`src/rtl/sram_bus_arbiter_pkg.sv`:
```
// sram_bus_arbiter shared types
// FSM states, grant owners, default timing
package sram_bus_arbiter_pkg;

  typedef enum logic [1:0] {
    ARB_IDLE,
    ARB_ACC,
    ARB_DONE
  } arb_state_t;

  typedef enum logic {
    GNT_INST,
    GNT_DATA
  } gnt_t;

  localparam int DEF_WAIT_CYCLES = 2;

endpackage

```
`src/rtl/sram_bus_arbiter.sv`:
```
// sram_bus_arbiter: inst/data ports share one SRAM
// data port has strict priority; FSM owns strobes
module sram_bus_arbiter
  import sram_bus_arbiter_pkg::*;
#(
  parameter int ADDR_W      = 20,
  parameter int WAIT_CYCLES = DEF_WAIT_CYCLES
) (
  input  logic              clk,
  input  logic              rst,
  input  logic              inst_ce_n,
  input  logic [31:0]       inst_addr,
  output logic [31:0]       inst_data,
  output logic              inst_ready,
  input  logic              data_ce_n,
  input  logic              data_we_n,
  input  logic [3:0]        data_be_n,
  input  logic [31:0]       data_addr,
  input  logic [31:0]       data_wdata,
  output logic [31:0]       data_rdata,
  output logic              data_ready,
  output logic              stall_from_bus,
  output logic [ADDR_W-1:0] sram_addr,
  output logic [31:0]       sram_data_o,
  output logic              sram_data_oe,
  input  logic [31:0]       sram_data_i,
  output logic              sram_ce_n,
  output logic              sram_oe_n,
  output logic              sram_we_n,
  output logic [3:0]        sram_be_n
);

  localparam logic [3:0] LAST = 4'(WAIT_CYCLES);

  arb_state_t state;
  gnt_t       gnt;
  logic [3:0] cnt;
  logic       wr_q;
  logic       data_req;
  logic       any_req;
  logic       unused_bits;

  assign data_req = ~data_ce_n;
  assign any_req  = ~data_ce_n | ~inst_ce_n;

  // only word-address bits reach the SRAM
  assign unused_bits = ^{inst_addr[31:ADDR_W+2],
                         inst_addr[1:0],
                         data_addr[31:ADDR_W+2],
                         data_addr[1:0]};

  // held low during reset so stall_ctrl sees a clean start
  assign stall_from_bus = rst &
    ((~inst_ce_n & ~inst_ready) |
     (~data_ce_n & ~data_ready));

  // access sequencer with registered strobes and ready
  always_ff @(posedge clk or negedge rst) begin
    if (!rst) begin
      state        <= ARB_IDLE;
      gnt          <= GNT_INST;
      cnt          <= '0;
      wr_q         <= 1'b0;
      sram_ce_n    <= 1'b1;
      sram_oe_n    <= 1'b1;
      sram_we_n    <= 1'b1;
      sram_be_n    <= 4'hF;
      sram_addr    <= '0;
      sram_data_o  <= '0;
      sram_data_oe <= 1'b0;
      inst_ready   <= 1'b0;
      data_ready   <= 1'b0;
      inst_data    <= '0;
      data_rdata   <= '0;
    end else begin
      inst_ready <= 1'b0;
      data_ready <= 1'b0;
      unique case (state)
        ARB_IDLE: begin
          if (any_req) begin
            state     <= ARB_ACC;
            cnt       <= '0;
            sram_ce_n <= 1'b0;
            gnt       <= data_req ? GNT_DATA
                                  : GNT_INST;
            wr_q      <= data_req & ~data_we_n;
            sram_addr <= data_req
              ? data_addr[ADDR_W+1:2]
              : inst_addr[ADDR_W+1:2];
            if (data_req && !data_we_n) begin
              sram_we_n    <= 1'b0;
              sram_be_n    <= data_be_n;
              sram_data_o  <= data_wdata;
              sram_data_oe <= 1'b1;
            end else begin
              sram_oe_n <= 1'b0;
              sram_be_n <= 4'h0;
            end
          end
        end
        ARB_ACC: begin
          cnt <= cnt + 4'd1;
          if (cnt == LAST) begin
            state        <= ARB_DONE;
            sram_ce_n    <= 1'b1;
            sram_oe_n    <= 1'b1;
            sram_we_n    <= 1'b1;
            sram_be_n    <= 4'hF;
            sram_data_oe <= 1'b0;
            if (gnt == GNT_DATA) begin
              data_ready <= 1'b1;
              if (!wr_q) data_rdata <= sram_data_i;
            end else begin
              inst_ready <= 1'b1;
              inst_data  <= sram_data_i;
            end
          end else if (wr_q) begin
            sram_we_n <= (cnt + 4'd1 == LAST);
          end
        end
        ARB_DONE: state <= ARB_IDLE;
        default:  state <= ARB_IDLE;
      endcase
    end
  end

endmodule

```
`config.mk`:
```
export PLATFORM = sky130hd
export DESIGN_NAME = sram_bus_arbiter
export DESIGN_NICKNAME = d
export VERILOG_FILES = /design/src/rtl/sram_bus_arbiter_pkg.sv /design/src/rtl/sram_bus_arbiter.sv
export SDC_FILE = /design/constraint.sdc
export NUM_CORES = 1
export LEC_CHECK = 0
export CAP_MARGIN = 15
export CELL_PAD_IN_SITES_DETAIL_PLACEMENT = 2
export CELL_PAD_IN_SITES_GLOBAL_PLACEMENT = 2
export CORE_MARGIN = 4
export CORE_UTILIZATION = 26
export DETAILED_ROUTE_END_ITERATION = 10
export GPL_TIMING_DRIVEN = 1
export PLACE_DENSITY_LB_ADDON = 0.1
export RECOVER_POWER = 50
export SETUP_SLACK_MARGIN = 0.4
export SYNTH_ARGS = -nofsm -noshare
export SYNTH_HDL_FRONTEND = slang
export SYNTH_SLANG_ARGS = --single-unit
export TNS_END_PERCENT = 100
```
`constraint.sdc`:
```
create_clock -name clk -period 3 [get_ports clk]
set_clock_uncertainty 0.15 [all_clocks]
set_input_delay 0.3 -clock clk [delete_from_list [all_inputs] [get_ports clk]]
set_output_delay 0.3 -clock clk [all_outputs]
set_load 0.01 [all_outputs]
```
==> results of run 1 <==
layout make-up:
class | instances | area (um2) | share of cell area [%]
clock buffers | 21 | 470 | 5.37
clock inverters | 11 | 148 | 1.68
inverters | 5 | 18.8 | 0.214
multi-input cells | 210 | 1960 | 22.3
flip-flops and latches | 134 | 3360 | 38.4
well taps | 270 | 338 | 3.86
repair buffers | 247 | 2470 | 28.2
cell families (layout without fill, tap and decap cells):
kind of cell             count (synthesis)  after routing
AO/OA/AOI/OAI                           41             41
XOR/XNOR                                 2              2
adder cells (fa/ha/maj)                  3              3
buffers and inverters                   26            284
flip-flops                             134            134
multiplexers                           118            118
AND/OR/NAND/NOR                         45             46
sequential cells by signal, summed over array words and instances, names as in the netlist, 2 cells and up:
name,cells
sram_be_n,4
cnt,4
inst_data,32
data_rdata,32
sram_addr,20
sram_data_o,32
state,2
path summary, 6_finish.rpt:
check / end / cells past startpoint / slack (ps) / startpoint
min: inst_ready / 2 / 190 / rst
min reg2reg: sram_ce_n / 2 / 320 / sram_ce_n
max: inst_data[16] / 5 / 540 / state[0]
max in group asynchronous: sram_data_o[28] / 3 / 1460 / rst
min in group clk: sram_ce_n / 2 / 320 / sram_ce_n
max reg2reg: inst_data[16] / 5 / 540 / state[0]
worst max-delay path: stages, from the launching register on:
cell      delay, ps
dfrtp_1         600
nand2b_1        220
clkbuf_1        270
nor3_4          220
buf_4           450
mux2_2          390
stage by stage:
stage          cells  hold WS, ps  total power, mW
4_1_cts          897         81.4             9.54
2_1_floorplan    369         -146             4.95
3_5_place_dp     864        -51.0             7.28
6_report         898          185             9.20
3_3_place_gp     864        -50.0             7.13
5_1_grt          898          199             9.80
cell usage in the layout (no fill, tap or decap), types with 5 or more instances in the layout:
| master | count |
|---|---|
| mux2_1 | 5 |
| mux2_4 | 30 |
| dfrtp_1 | 127 |
| nor2_1 | 6 |
| clkbuf_16 | 17 |
| mux2_2 | 62 |
| a211oi_1 | 5 |
| o21ai_0 | 24 |
| nand2_1 | 26 |
| mux2i_1 | 21 |
| clkdlybuf4s50_1 | 182 |
| inv_1 | 5 |
| dlygate4sd3_1 | 57 |
| dfstp_2 | 7 |
power by group through the flow:
stage,sequential (mW),clock (mW),combinational [mW]
floorplan,3.58,0,1.37
global placement,3.21,0,3.91
detailed placement,3.29,0,3.99
CTS,3.27,2.24,4.02
global route,3.37,2.34,4.10
finish,3.23,2.17,3.80
layer usage:
metal  share of wire, %  track usage (%)  vias to the layer above
met2                 50             23.6                      153
met4                1.2             4.58                        0
li1                   -                -                     1782
met5                  0                0                        -
met3                7.7             5.80                       13
met1                 41             16.8                     2002
timing repair:
item                       CTS  global route
setup endpoints to repair    0            24
hold endpoints to repair   127             0
gates resized for setup      0             1
hold buffers                 1             0
==> impl_metrics.toml, run 1 <==
[status]
status = "finished clean"

[synthesis]
synth.area.top_cells = "dfrtp_1, mux2_2, mux2_4"
postSynth.asyncResetShare_pct = 100
syn-num-nets = 509
synth_top_flop_cell = "dfrtp_1"
yosys_warnings = 0
ys_ff_latch = 134
yosys-top-cells-count = "dfrtp_1, mux2_2, mux2_4"
synth_cells = 369
synth_xor_area_share_pct = 0.320
yosys.area.top_type = "dfrtp_1"
synth_edf_count = 0
synthDistinctLibCells = 36
synthSimpleGateAreaFrac_pct = 4.14
syn_area_um2 = 5470
synthAdderAreaFrac_pct = 0.686
synth_top_area_share_pct = 58.1
syn_avg_cell_area_um2 = 14.8
synthMuxAreaShare_pct = 25.9
ys_seq_area_share_pct = 61.5
synth_most_common_cell = "dfrtp_1"
synth_compound_area_share_pct = 4.41
synth_top_family_by_area = "multiplexers"

[final_layout]
area_delta_synth_final_pct = 60.2
final_cell_area_um2 = 8760
n_antenna_cell = 0
final_core_util_pct = 42.8
nNetsFinal = 755
drive_gt1_share_pct = 22.5
fillers = 2054

[global_routing]
track_usage_pct = 14.2
grt_max_degree = 134
first_global_vias = 4545
grt-ovfl-total = 0
grt_pass1_wl_um = 26200
antenna_found_initial = 0

[timing]
finalCriticalPeriod_ps = 2460
worst_pin_slew_ps = 718
maxSlewViolCount = 0
hold_viol = 0
fin_crit_sh_pct = 81.9
fmaxAchievable_ghz = 0.407
setup_viol = 0
final.setup.tns_ps = 0
rsz0062_at_grt = "false"
slew_headroom_pct = 52.2
setup_ws_ps = 544

[route]
drt_wl_total_um = 16800
dr.first_iter.drc_count = 93
viasPerCell = 4.40
drt-pass1-iter-count = 4
remaining_drc_errors = 0
postRouteAntennaNets = 0
route.vias.total = 3950
wl_per_cell_um = 18.7

[placed_design]
dp_hpwl_um = 11800
gp_congestion = 0.724
io_buffers = 239
dpl_cell_area_um2 = 8130
post-place-ws_ps = 470

[clock_tree]
cts_tree = "done"
cts_setup_buffers = 0
clk_pin_slew_ps = 60
cts_max_level = 4
clk_path_buf_depth = 2
cts.sinks = 134
clk_latency_ps = 410
cts_made_buffers = 17
root_buffer = "clkbuf_16"

[power_and_ir_drop]
clock_power_share_pct = 23.6
p_comb_share_pct = 41.3
intPower_mw = 6.36
seqPwrFrac_pct = 35.1
swShare_pct = 30.9
p_leak_nw = 3.83
irDropWorstVdd_v = 0.000375
power.density_nw_per_um2 = 1050
p_sw_mw = 2.84

[hold_path]
hold_path.class = "primary input to async pin"

[floorplanning]
start_util_pct = 26.7
coreArea_um2 = 20500
die_area_um2 = 23400
ios = 264
die_h_um = 153
die_w_um = 153
core.rowCount = 52

[setup_path]
end_kind = "flop"
cp_data_required_time_ps = 3140
path_class = "flop to flop"
worstPathArrival_ps = 2600
crit_fanout = 33
start_kind = "flop"

[job]
max_cap_violations = 0
Power figures use the tool's default switching activity.
==> run 2: changes to the inputs <==
CORE_UTILIZATION = 23   (was 26)
clock period = 2.1 ns   (was 3 ns; I/O delays follow)
==> impl_metrics.toml, run 2 (synthesized netlist as in run 1, its figures left out) <==
[final_layout]
n_antenna_cell = 0
seq_area_um2 = 3360
nNetsFinal = 783
area_delta_synth_final_pct = 70.6
reg_top3 = "data_rdata (32), inst_data (32), sram_data_o (32)"
mostFrequentLayoutCells = "dfrtp_1, clkdlybuf4s50_1, mux2_4"
final_core_util_pct = 39.9
fillers = 2363
multi_input_comb_area_um2 = 2130
drive_gt1_share_pct = 27.6
final_common_cell = "dfrtp_1"

[setup_path]
path_class = "flop to flop"
max_stage_delay_ps = 490
cp_data_required_time_ps = 2240
path_cells = "inv_1, ha_2, or3b_4, or4_4, clkbuf_16, mux2_4"
slowest_stage = "or4_4"
regToRegSetupSlack_ps = -160
worstPathArrival_ps = 2400
start_kind = "flop"
crit_fanout = 9
cp_top_family = "simple AND/OR/NAND/NOR gates"
end_kind = "flop"
path_buf_inv = 2

[clock_tree]
cts.sinks = 134
cts_made_buffers = 17
clk_path_buf_depth = 2
clk_latency_ps = 410
clk_pin_slew_ps = 60
cts_tree = "done"
cts_max_level = 4
root_buffer = "clkbuf_16"

[power_and_ir_drop]
p_leak_nw = 4.43
power.total_mw = 13.5
power.density_nw_per_um2 = 1450
irDropWorstVdd_v = 0.000466

[global_routing]
grt-ovfl-total = 0
grt_max_degree = 135
first_global_vias = 4640
antenna_found_initial = 0
track_usage_pct = 13.4
grt_pass1_wl_um = 27400

[timing]
setup_viol = 64
fmaxAchievable_ghz = 0.442
fin_crit_sh_pct = 108
worst_pin_slew_ps = 1300
slew_headroom_pct = 13.0
hold_viol = 0
rsz0062_at_grt = "true"
maxSlewViolCount = 0
finalCriticalPeriod_ps = 2260
setup_ws_ps = -161

[route]
route.vias.total = 4075
viasPerCell = 4.18
remaining_drc_errors = 0
dr.first_iter.drc_count = 98
postRouteAntennaNets = 0
wl_per_cell_um = 18.5
drt-pass1-iter-count = 5
drt_wl_total_um = 18000

[status]
status = "finished, violations left"
violations = "negative setup slack"

[placed_design]
io_buffers = 239
gp_congestion = 0.710
post-place-ws_ps = -134
dp_hpwl_um = 12500

[floorplanning]
start_util_pct = 23.4
die_h_um = 162
die_w_um = 162
core.rowCount = 56
die_area_um2 = 26300
ios = 264
coreArea_um2 = 23400

[hold_path]
hold_path.class = "primary input to flop"

[job]
max_cap_violations = 0
[run 2: cell types whose count changed in the layout (fill, tap and decap cells not counted), moves of 15 or more]
cell | before | now
mux2_2 | 62 | 27
dlygate4sd3_1 | 57 | 1
clkdlybuf4s25_1 | 0 | 27
clkdlybuf4s50_1 | 182 | 120
mux2_4 | 30 | 70
dlygate4sd2_1 | 0 | 69
buf_4 | 4 | 19
dlymetal6s2s_1 | 0 | 18
[run 2: worst paths after layout]
kind / from / to / cells after the start
max: cnt[0] / data_rdata[28] / 6
min in group asynchronous: rst / inst_data[24] / 3
min: data_wdata[0] / sram_data_o[0] / 2
min reg2reg: sram_ce_n / sram_ce_n / 2
max in group asynchronous: rst / sram_data_o[30] / 3
max reg2reg: cnt[0] / data_rdata[28] / 6
[run 2: what timing repair did]
item / in CTS / in global routing
hold buffers: 1 / 0
endpoints found under the hold margin: 127 / 0
resized for setup: 76 / 74
endpoints found under the setup margin: 141 / 152
pin swaps: 0 / 3
gates cloned: 3 / 3
setup buffers: 6 / 2
[run 2: area by class of cell]
cell class                      count  area share, %
Clock buffer                       20           4.79
Clock inverter                     12           1.89
Sequential cell                   134           36.0
Inverter                            5          0.201
Tap cell                          319           4.28
Multi-Input combinational cell    209           22.8
Timing Repair Buffer              276           30.0
[run 2: through the flow]
step / std cells / hold WS [ps] / setup TNS [ps] / area (um2)
finish: 975 / 262 / -8630 / 9330
global route: 975 / 239 / -13570 / 9330
CTS: 970 / 243 / -6260 / 9130
detailed placement: 928 / 261 / -6680 / 8450
global placement: 928 / 248 / -4980 / 8450
floorplan: 369 / -236 / -4410 / 5610
[run 2: routing by layer]
metal  routed length [um]  vias to the layer above  track usage [%]
met5                    0                        -                0
li1                     -                     1845                -
met3                 1240                       12             4.82
met2                 9020                      137             23.0
met4                  165                        0             3.69
met1                 7610                     2081             15.9
[run 2: report_power, final]
group / internal [mW] / switching, mW / total (mW)
Combinational: 3.38 / 2.38 / 5.76
Clock: 2.02 / 1.15 / 3.17
Sequential: 3.88 / 0.716 / 4.60
Total: 9.29 / 4.24 / 13.5
